`config.mk`:
```
export PLATFORM = sky130hd
export DESIGN_NAME = fb_rect_fill
export DESIGN_NICKNAME = d
export VERILOG_FILES = /design/src/rtl/fb_rect_fill_pkg.sv /design/src/rtl/fb_addr_gen.sv /design/src/rtl/fb_rect_fill.sv
export SDC_FILE = /design/constraint.sdc
export NUM_CORES = 1
export LEC_CHECK = 0
export CAP_MARGIN = 15
export CORE_ASPECT_RATIO = 0.8
export CORE_MARGIN = 10
export CORE_UTILIZATION = 55
export CTS_CLUSTER_DIAMETER = 30
export DETAILED_ROUTE_END_ITERATION = 8
export DONT_BUFFER_PORTS = 1
export HOLD_SLACK_MARGIN = 0.02
export PLACE_DENSITY = 0.73
export SYNTH_ARGS = -nofsm -noshare
export SYNTH_HDL_FRONTEND = slang
export SYNTH_SLANG_ARGS = --single-unit
```
`constraint.sdc`:
```
create_clock -name clk -period 2.64 [get_ports clk]
set_clock_uncertainty 0.05 [all_clocks]
set_input_delay 0.396 -clock clk [delete_from_list [all_inputs] [get_ports clk]]
set_output_delay 0.396 -clock clk [all_outputs]
set_load 0.005 [all_outputs]
```
`src/rtl/fb_rect_fill_pkg.sv`:
```
// Shared VGA/framebuffer definitions: resolution, bus widths, fill FSM states, row-base helper.
// Latency: n/a (constants, types and a pure function only).
// Backpressure: n/a.
package fb_rect_fill_pkg;

    // Active area of the 640x480@60 display mode; also the framebuffer geometry.
    localparam int FB_H_RES = 640;
    localparam int FB_V_RES = 480;

    // Blanking/sync timing used by the display scan-out path.
    localparam int H_FRONT  = 16;
    localparam int H_SYNC   = 96;
    localparam int H_BACK   = 48;
    localparam int V_FRONT  = 10;
    localparam int V_SYNC   = 2;
    localparam int V_BACK   = 33;

    localparam int ADDR_W   = 19;
    localparam int DATA_W   = 16;
    localparam int X_W      = 10;
    localparam int Y_W      = 9;
    localparam int COLOR_W  = 12;

    typedef enum logic [1:0] {
        ST_IDLE   = 2'd0,
        ST_SETUP  = 2'd1,
        ST_FILL   = 2'd2,
        ST_FINISH = 2'd3
    } fill_state_t;

    // y * pitch as a sum of shifted copies of y. With a constant pitch every
    // term is a fixed shift, so this folds to a few adders and never infers a
    // multiplier.
    function automatic logic [ADDR_W-1:0] row_base(input logic [Y_W-1:0]    y,
                                                   input logic [ADDR_W-1:0] pitch);
        logic [ADDR_W-1:0] acc;
        acc = '0;
        for (int i = 0; i < ADDR_W; i++) begin
            if (pitch[i]) begin
                acc = acc + (ADDR_W'(y) << i);
            end
        end
        return acc;
    endfunction

endpackage

```
`src/rtl/fb_addr_gen.sv`:
```
// Rectangle raster walker: x/y counters, row base and framebuffer address, end-of-rect flag.
// Latency: address registered one edge after load/step; last is combinational from the counters.
// Backpressure: none; advances only when the owner asserts step.
//
// Ports: load   - take x0/y0 as the first pixel (row base computed here)
//        step   - move to the next pixel in raster order; never stepped past the last pixel
//        x0..y1 - inclusive, already-clipped rectangle bounds (held stable by the owner)
//        last   - current pixel is (x1,y1)
//        addr   - word address of the current pixel, y*H_RES+x
module fb_addr_gen
    import fb_rect_fill_pkg::*;
#(
    parameter int H_RES = FB_H_RES
) (
    input  logic              clk,
    input  logic              rstn,
    input  logic              load,
    input  logic              step,
    input  logic [X_W-1:0]    x0,
    input  logic [X_W-1:0]    x1,
    input  logic [Y_W-1:0]    y0,
    input  logic [Y_W-1:0]    y1,
    output logic              last,
    output logic [ADDR_W-1:0] addr
);

    localparam logic [ADDR_W-1:0] PITCH = ADDR_W'(H_RES);

    logic [X_W-1:0]    x;
    logic [Y_W-1:0]    y;
    logic [ADDR_W-1:0] base;
    logic [ADDR_W-1:0] load_base;

    assign load_base = row_base(y0, PITCH);
    assign last      = (x == x1) && (y == y1);

    always_ff @(posedge clk or negedge rstn) begin
        if (!rstn) begin
            x    <= '0;
            y    <= '0;
            base <= '0;
            addr <= '0;
        end else if (load) begin
            x    <= x0;
            y    <= y0;
            base <= load_base;
            addr <= load_base + ADDR_W'(x0);
        end else if (step) begin
            if (x == x1) begin
                // End of row: back to the left edge of the next line.
                x    <= x0;
                y    <= y + 1'b1;
                base <= base + PITCH;
                addr <= base + PITCH + ADDR_W'(x0);
            end else begin
                x    <= x + 1'b1;
                addr <= addr + 1'b1;
            end
        end
    end

endmodule

```
`src/rtl/fb_rect_fill.sv`:
```
// Solid rectangle fill into the framebuffer, one pixel write per cycle in raster order.
// Latency: accept edge + 1 setup + W*H fill + 1 finish cycle (done pulses in the finish cycle).
// Backpressure: cmd_ready only in IDLE; commands presented while busy are not queued.
//
// Ports: cmd_valid/cmd_ready + cmd_x0/x1/y0/y1/color - rectangle command handshake
//        mem_addr/mem_data/mem_en/mem_we              - framebuffer port A (registered)
//        busy                                          - command in progress
//        done                                          - one-cycle pulse after the last write
module fb_rect_fill
    import fb_rect_fill_pkg::*;
#(
    parameter int H_RES = FB_H_RES,
    parameter int V_RES = FB_V_RES
) (
    input  logic               clk,
    input  logic               rstn,
    input  logic               cmd_valid,
    output logic               cmd_ready,
    input  logic [X_W-1:0]     cmd_x0,
    input  logic [X_W-1:0]     cmd_x1,
    input  logic [Y_W-1:0]     cmd_y0,
    input  logic [Y_W-1:0]     cmd_y1,
    input  logic [COLOR_W-1:0] cmd_color,
    output logic [ADDR_W-1:0]  mem_addr,
    output logic [DATA_W-1:0]  mem_data,
    output logic               mem_en,
    output logic               mem_we,
    output logic               busy,
    output logic               done
);

    localparam logic [X_W-1:0] X_MAX = X_W'(H_RES - 1);
    localparam logic [Y_W-1:0] Y_MAX = Y_W'(V_RES - 1);

    fill_state_t        state;
    logic [X_W-1:0]     x0_r, x1_r;
    logic [Y_W-1:0]     y0_r, y1_r;
    logic [COLOR_W-1:0] color_r;
    logic               empty_r;
    logic               we_r;
    logic [DATA_W-1:0]  data_r;
    logic               done_r;

    logic [X_W-1:0]     x1_clip;
    logic [Y_W-1:0]     y1_clip;
    logic               cmd_empty;
    logic               last;

    // Clip the far corner to the screen; anything starting off-screen or
    // inverted after clipping produces no writes.
    always_comb begin
        x1_clip   = (cmd_x1 > X_MAX) ? X_MAX : cmd_x1;
        y1_clip   = (cmd_y1 > Y_MAX) ? Y_MAX : cmd_y1;
        cmd_empty = (cmd_x0 > X_MAX) || (cmd_y0 > Y_MAX) ||
                    (cmd_x0 > x1_clip) || (cmd_y0 > y1_clip);
    end

    always_ff @(posedge clk or negedge rstn) begin
        if (!rstn) begin
            state   <= ST_IDLE;
            x0_r    <= '0;
            x1_r    <= '0;
            y0_r    <= '0;
            y1_r    <= '0;
            color_r <= '0;
            empty_r <= 1'b0;
            we_r    <= 1'b0;
            data_r  <= '0;
            done_r  <= 1'b0;
        end else begin
            case (state)
                ST_IDLE: begin
                    if (cmd_valid) begin
                        x0_r    <= cmd_x0;
                        x1_r    <= x1_clip;
                        y0_r    <= cmd_y0;
                        y1_r    <= y1_clip;
                        color_r <= cmd_color;
                        empty_r <= cmd_empty;
                        state   <= ST_SETUP;
                    end
                end
                ST_SETUP: begin
                    data_r <= {{(DATA_W - COLOR_W){1'b0}}, color_r};
                    if (empty_r) begin
                        done_r <= 1'b1;
                        state  <= ST_FINISH;
                    end else begin
                        // The address generator loads the first pixel on this
                        // same edge, so the strobe lines up with it.
                        we_r  <= 1'b1;
                        state <= ST_FILL;
                    end
                end
                ST_FILL: begin
                    if (last) begin
                        we_r   <= 1'b0;
                        done_r <= 1'b1;
                        state  <= ST_FINISH;
                    end
                end
                ST_FINISH: begin
                    done_r <= 1'b0;
                    state  <= ST_IDLE;
                end
                default: state <= ST_IDLE;
            endcase
        end
    end

    fb_addr_gen #(
        .H_RES (H_RES)
    ) u_addr_gen (
        .clk   (clk),
        .rstn  (rstn),
        .load  (state == ST_SETUP),
        .step  ((state == ST_FILL) && !last),
        .x0    (x0_r),
        .x1    (x1_r),
        .y0    (y0_r),
        .y1    (y1_r),
        .last  (last),
        .addr  (mem_addr)
    );

    assign cmd_ready = (state == ST_IDLE);
    assign busy      = (state != ST_IDLE);
    assign done      = done_r;
    assign mem_we    = we_r;
    assign mem_en    = we_r;
    assign mem_data  = data_r;

endmodule

```
* After elaboration in Yosys (flattened, before gate mapping)
Index checks and enable logic that the tools add are counted.
Operators by class: mux-type cells 24, equal/unequal tests 9, add/subtract/negate cells 7, $lt $le $gt $ge 6, reductions and logical operators 17
Operators by type and width (count):
- $mux W19 | 6
- $mux W10 | 4
- $add A19 B10 Y19 | 2
- $mux W9 | 4
- $gt A10 B10 Y1 const B | 2
- $add A16 B18 Y19 | 1
- $add A19 B1 Y19 const B | 1
- $add A19 B10 Y19 const B | 1
- $gt A9 B9 Y1 const B | 2
- $add A10 B1 Y10 const B | 1
- $eq A10 B10 Y1 | 1
- $gt A10 B10 Y1 | 1
- $add A9 B1 Y9 const B | 1
- $eq A9 B9 Y1 | 1
- $gt A9 B9 Y1 | 1
- $ne A2 B2 Y1 const B | 4
- $pmux W2 S4 | 1
- $reduce_bool A2 Y1 | 4
- $reduce_and A2 Y1 | 3
- $reduce_and A3 Y1 | 2
- $mux W1 | 5
- $eq A2 B2 Y1 const B | 2
- $mux W2 | 2
- $logic_or A1 B1 Y1 | 3
- other kinds (7) | 8
Storage, ports and cells: output and inout bits 40, bits in registers 124, bits of input ports 53, word-level logic and storage cells 77

* Depth between registers and ports, before layout
depth in word-level cells 6, gate-level depth with buffers 11, depth with buffers taken out 11

* By module
Synthesis repeated with hierarchy kept, for this count alone.
Unflattened totals: cell total of the unflattened synthesis 827, area, all modules 7724.9 um^2
By module, submodules not included:
- fb_addr_gen | times used 1, sequential area each 1251.2 um^2, cells an instance 562, area an instance 4630.7 um^2
- fb_rect_fill | times used 1, sequential area each 1676.6 um^2, cells an instance 265, area an instance 3094.2 um^2

* Worst setup path after synthesis
Ideal clock, no wire load.
path type flip-flop to flip-flop, start point register u_addr_gen.base[7], end point register u_addr_gen.addr[17], arrival time 2353 ps, data required time 2464 ps, cell stages (with the launch flop) 10, clock period less this slack 2529 ps, slack 111 ps, path buffers 0, setup time 126 ps, cells stage by stage dfrtp_1 > ha_1 > ha_1 > a21o_1 > a21o_1 > nand4b_1 > nor3_1 > nand2_1 > xnor2_1 > a221o_1
Between the ends: cells in the longest elaborated chain, start to end 5
RTL lines:
- start: declaration | line fb_addr_gen.sv:31 | logic [ADDR_W-1:0] base;
- start signal: assignment | line fb_addr_gen.sv:46 | base <= load_base;
- start signal: assignment | line fb_addr_gen.sv:53 | base <= base + PITCH;
- $add A19 B10 Y19 (2 in a row) | line fb_addr_gen.sv:54 | addr <= base + PITCH + ADDR_W'(x0);
- $mux W19 | line fb_addr_gen.sv:49 | if (x == x1) begin
- $mux W19 | line fb_addr_gen.sv:48 | end else if (step) begin
- $mux W19 | line fb_addr_gen.sv:43 | end else if (load) begin
- end signal: assignment | line fb_addr_gen.sv:47 | addr <= load_base + ADDR_W'(x0);
- end signal: assignment | line fb_addr_gen.sv:54
- end signal: assignment | line fb_addr_gen.sv:57 | addr <= addr + 1'b1;
- end: declaration | line fb_addr_gen.sv:24 | output logic [ADDR_W-1:0] addr
Every way passes these cells. The select of a mux whose other input is x is not followed. A chain may end at the register's enable or synchronous reset.

* Worst setup path after layout
start point register u_addr_gen.base[7], end point register u_addr_gen.addr[15]
The elaborated chain is that of the path after synthesis.

==> results by group <==
Synthesis
  – Async set-or-reset flop fraction in the synthesized netlist: 100%
  – Most common cell in the synthesized netlist: dfrtp_1
  – Sequential area share after synthesis: 40.3%
  – Largest area contributor in the netlist: dfrtp_1
  – Predominant post-synthesis flop cell: dfrtp_1
  – Yosys reg bits: 117
  – Synth area leaders: dfrtp_1 (40%), mux2_2 (7.3%), ha_1 (6.9%), o21ai_0 (5.0%), a21oi_1 (4.5%)
  – Leading cell types by count after synthesis: dfrtp_1 (117), o21ai_0 (73), nand2_1 (68)
  – Post-synth EDFFs: 0
  – Syn avg cell area: 9.29 um2
  – Synth unique cells: 66
  – Post-Synthesis Cells: 781
  – Post-Syn Area: 7260 um2
  – Yosys warnings: 0
  – Share of the synthesized area in the top cell type: 40.3%

Place
  – DPL Wire Length: 14200 um
  – DP Cell Count: 952
  – GP Congestion: 0.982
  – Pre-CTS setup slack: 0.0586 ns
  – DP Area: 7540 um2
  – PortBufs: 0

Final layout
  – Antenna diode count: 0
  – Register area: 2930 um2
  – Post-layout instance area: 8280 um2
  – Share of post-route cells with drive strength above 1: 17.9%
  – Non-Filler Instances: 991
  – Fillers: 1079
  – Area of the multi-input gates: 4060 um2
  – Nets@finish: 898
  – Area grow syn2layout: 14.1%

Timing
  – Slew HR: 56.0%
  – Hold Vio Cnt, Final: 117
  – RSZ-0062 raised after global routing: yes
  – Worst-margin pin slew: 0.661 ns
  – Fin crit share: 97.0%
  – Worst hold margin: -0.381 ns
  – Slew Viols, Final: 0
  – Min Tclk post-route: 2.56 ns
  – # setup viols final: 0
  – Final setup margin: 0.0788 ns
  – Maximum clock rate: 390 MHz

Route
  – DRC: 0
  – Post-route ant nets: 0
  – Drt wl/cell: 19.6 um
  – Vias/cell: 6.16
  – Final WL: 19400 um
  – Drt first pass iters: 6
  – Initial DRC count: 615
  – Vias: 6105

CTS
  – H-tree depth: 4
  – Clock sink count: 117
  – CTS tree: done
  – CTS buffer count: 17
  – Root buf cell: clkbuf_16
  – Clock slew at reported path FFs: 0.06 ns
  – Deepest clock path buffer count: 2
  – Clk_lat worst skew: 0.42 ns

Global routing
  – Vias in the first global route: 6002
  – First-pass GRT wire length: 31300 um
  – Overall routing resource usage: 21.4%
  – Gr ovfl total: 0
  – Initial antenna violation count: 1
  – Largest net degree at the start of global routing: 118

Power
  – Lkg Pwr: 3.55 nW
  – Worst vdd ir: 0.718 mV
  – PwrDens: 1480 nW/um2

Floorplan
  – Site Rows: 37
  – Starting density of the core: 56.4%
  – Die ar.: 18200 um2
  – Core area: 12900 um2
  – Die Wd: 148 um
  – # IOs: 93
  – DIE HEIGHT: 123 um

Worst setup path
  – Critical Path RT: 2.90 ns
  – Worst r2r path cells: 10
  – Max FO, Critical Path: 5
  – Reg2reg setup slack: 0.08 ns
  – FF-to-FF Start: u_addr_gen.base[7]$_DFFE_PN0P_
  – Startpoint Class: register
  – R2R Path End: u_addr_gen.addr[15]$_DFFE_PN0P_
  – CP Capture Type: register
  – CP Data Arrival Time: 2.82 ns
  – CP Class: reg2reg

Status
  – Outcome: finished with violations
  – Failing checks: hold timing

Min path
  – Worst min path class: in2async

Flow run
  – Max capacitance violation total: 0
how the worst max path moves through the flow:
stage               slack [ns]                      startpoint                         endpoint
floorplan                 0.11  u_addr_gen.base[7]$_DFFE_PN0P_  u_addr_gen.addr[17]$_DFFE_PN0P_
global placement          0.15                       cmd_y1[7]              empty_r$_DFFE_PN0P_
detailed placement        0.06             y0_r[1]$_DFFE_PN0P_  u_addr_gen.addr[18]$_DFFE_PN0P_
CTS                       0.04             y0_r[1]$_DFFE_PN0P_  u_addr_gen.addr[18]$_DFFE_PN0P_
global route             -0.04             y0_r[2]$_DFFE_PN0P_  u_addr_gen.addr[18]$_DFFE_PN0P_
finish                    0.08  u_addr_gen.base[7]$_DFFE_PN0P_  u_addr_gen.addr[15]$_DFFE_PN0P_
registers in the layout (all words and copies together) (netlist names):
name and count:
u_addr_gen.addr 19, u_addr_gen.y 9, done 1, empty_r 1, x1_r 10, y0_r 9, state 2, mem_en 1
u_addr_gen.base 12, u_addr_gen.x 10, color_r 12, y1_r 9, x0_r 10, mem_data 12
per-layer routing:
layer  global-route usage [%]  vias to the layer above  share of wire [%]
li1                         -                     2853                  -
met1                     27.5                     2909                 43
met2                     31.2                      283                 42
met3                     9.16                       58                 12
met4                     8.41                        2                2.5
met5                        0                        -              0.036
critical path, stage by stage (launching register included):
cell and delay, ns:
dfrtp_1 0.43, ha_1 0.37, ha_4 0.29, a21o_1 0.18, a21o_1 0.17, nand4b_1 0.15, buf_4 0.19, o21a_1 0.17
nor2_1 0.08, o21ai_0 0.08, a221oi_1 0.30
final cells by class:
type / instances / area share, %
timing repair buffer: 41 / 3.87
clock buffer: 17 / 5.14
inverter: 30 / 1.36
clock inverter: 15 / 2.61
sequential: 117 / 35.4
multi-input combinational: 596 / 49.0
tap: 175 / 2.64
kinds of logic after synthesis:
group                    synth area share, %
AO/OA/AOI/OAI                           18.3
other                                 0.0517
AND/OR/NAND/NOR                         14.9
flip-flops                              40.3
adder cells (fa/ha/maj)                 7.45
multiplexers                            7.84
XOR/XNOR                                6.76
buffers and inverters                   4.38
power breakdown:
group	switching, mW	total, mW	internal (mW)
registers	1.05	3.73	2.68
logic	3.32	5.99	2.67
clock network	0.915	2.52	1.61
total	5.29	12.2	6.96
cells in the final DEF (no fill, tap or decap), types with 33 or more instances in the layout:
cell type  instances
ha_1              38
o21ai_0           73
nor2_1            60
dfrtp_1          115
mux2_2            47
nand2_1           67
buf_4             40
nand3_1           33
a21oi_1           63
xnor2_1           34
metrics by stage:
step | utilization, % | setup TNS (ns) | total power, mW
finish | 64.4 | 0 | 12.2
global route | 64.4 | -0.0865 | 13.1
CTS | 63.6 | 0 | 11.9
detailed placement | 58.6 | 0 | 9.33
global placement | 58.6 | 0 | 9.10
floorplan | - | 0 | 7.60
timing repair:
action	4_1_cts	5_1_grt
buffers inserted	0	7
setup endpoints to repair	0	11
gates resized for setup	0	7
hold endpoints to repair	117	117
Note: power is estimated with default switching activity, not from simulation.
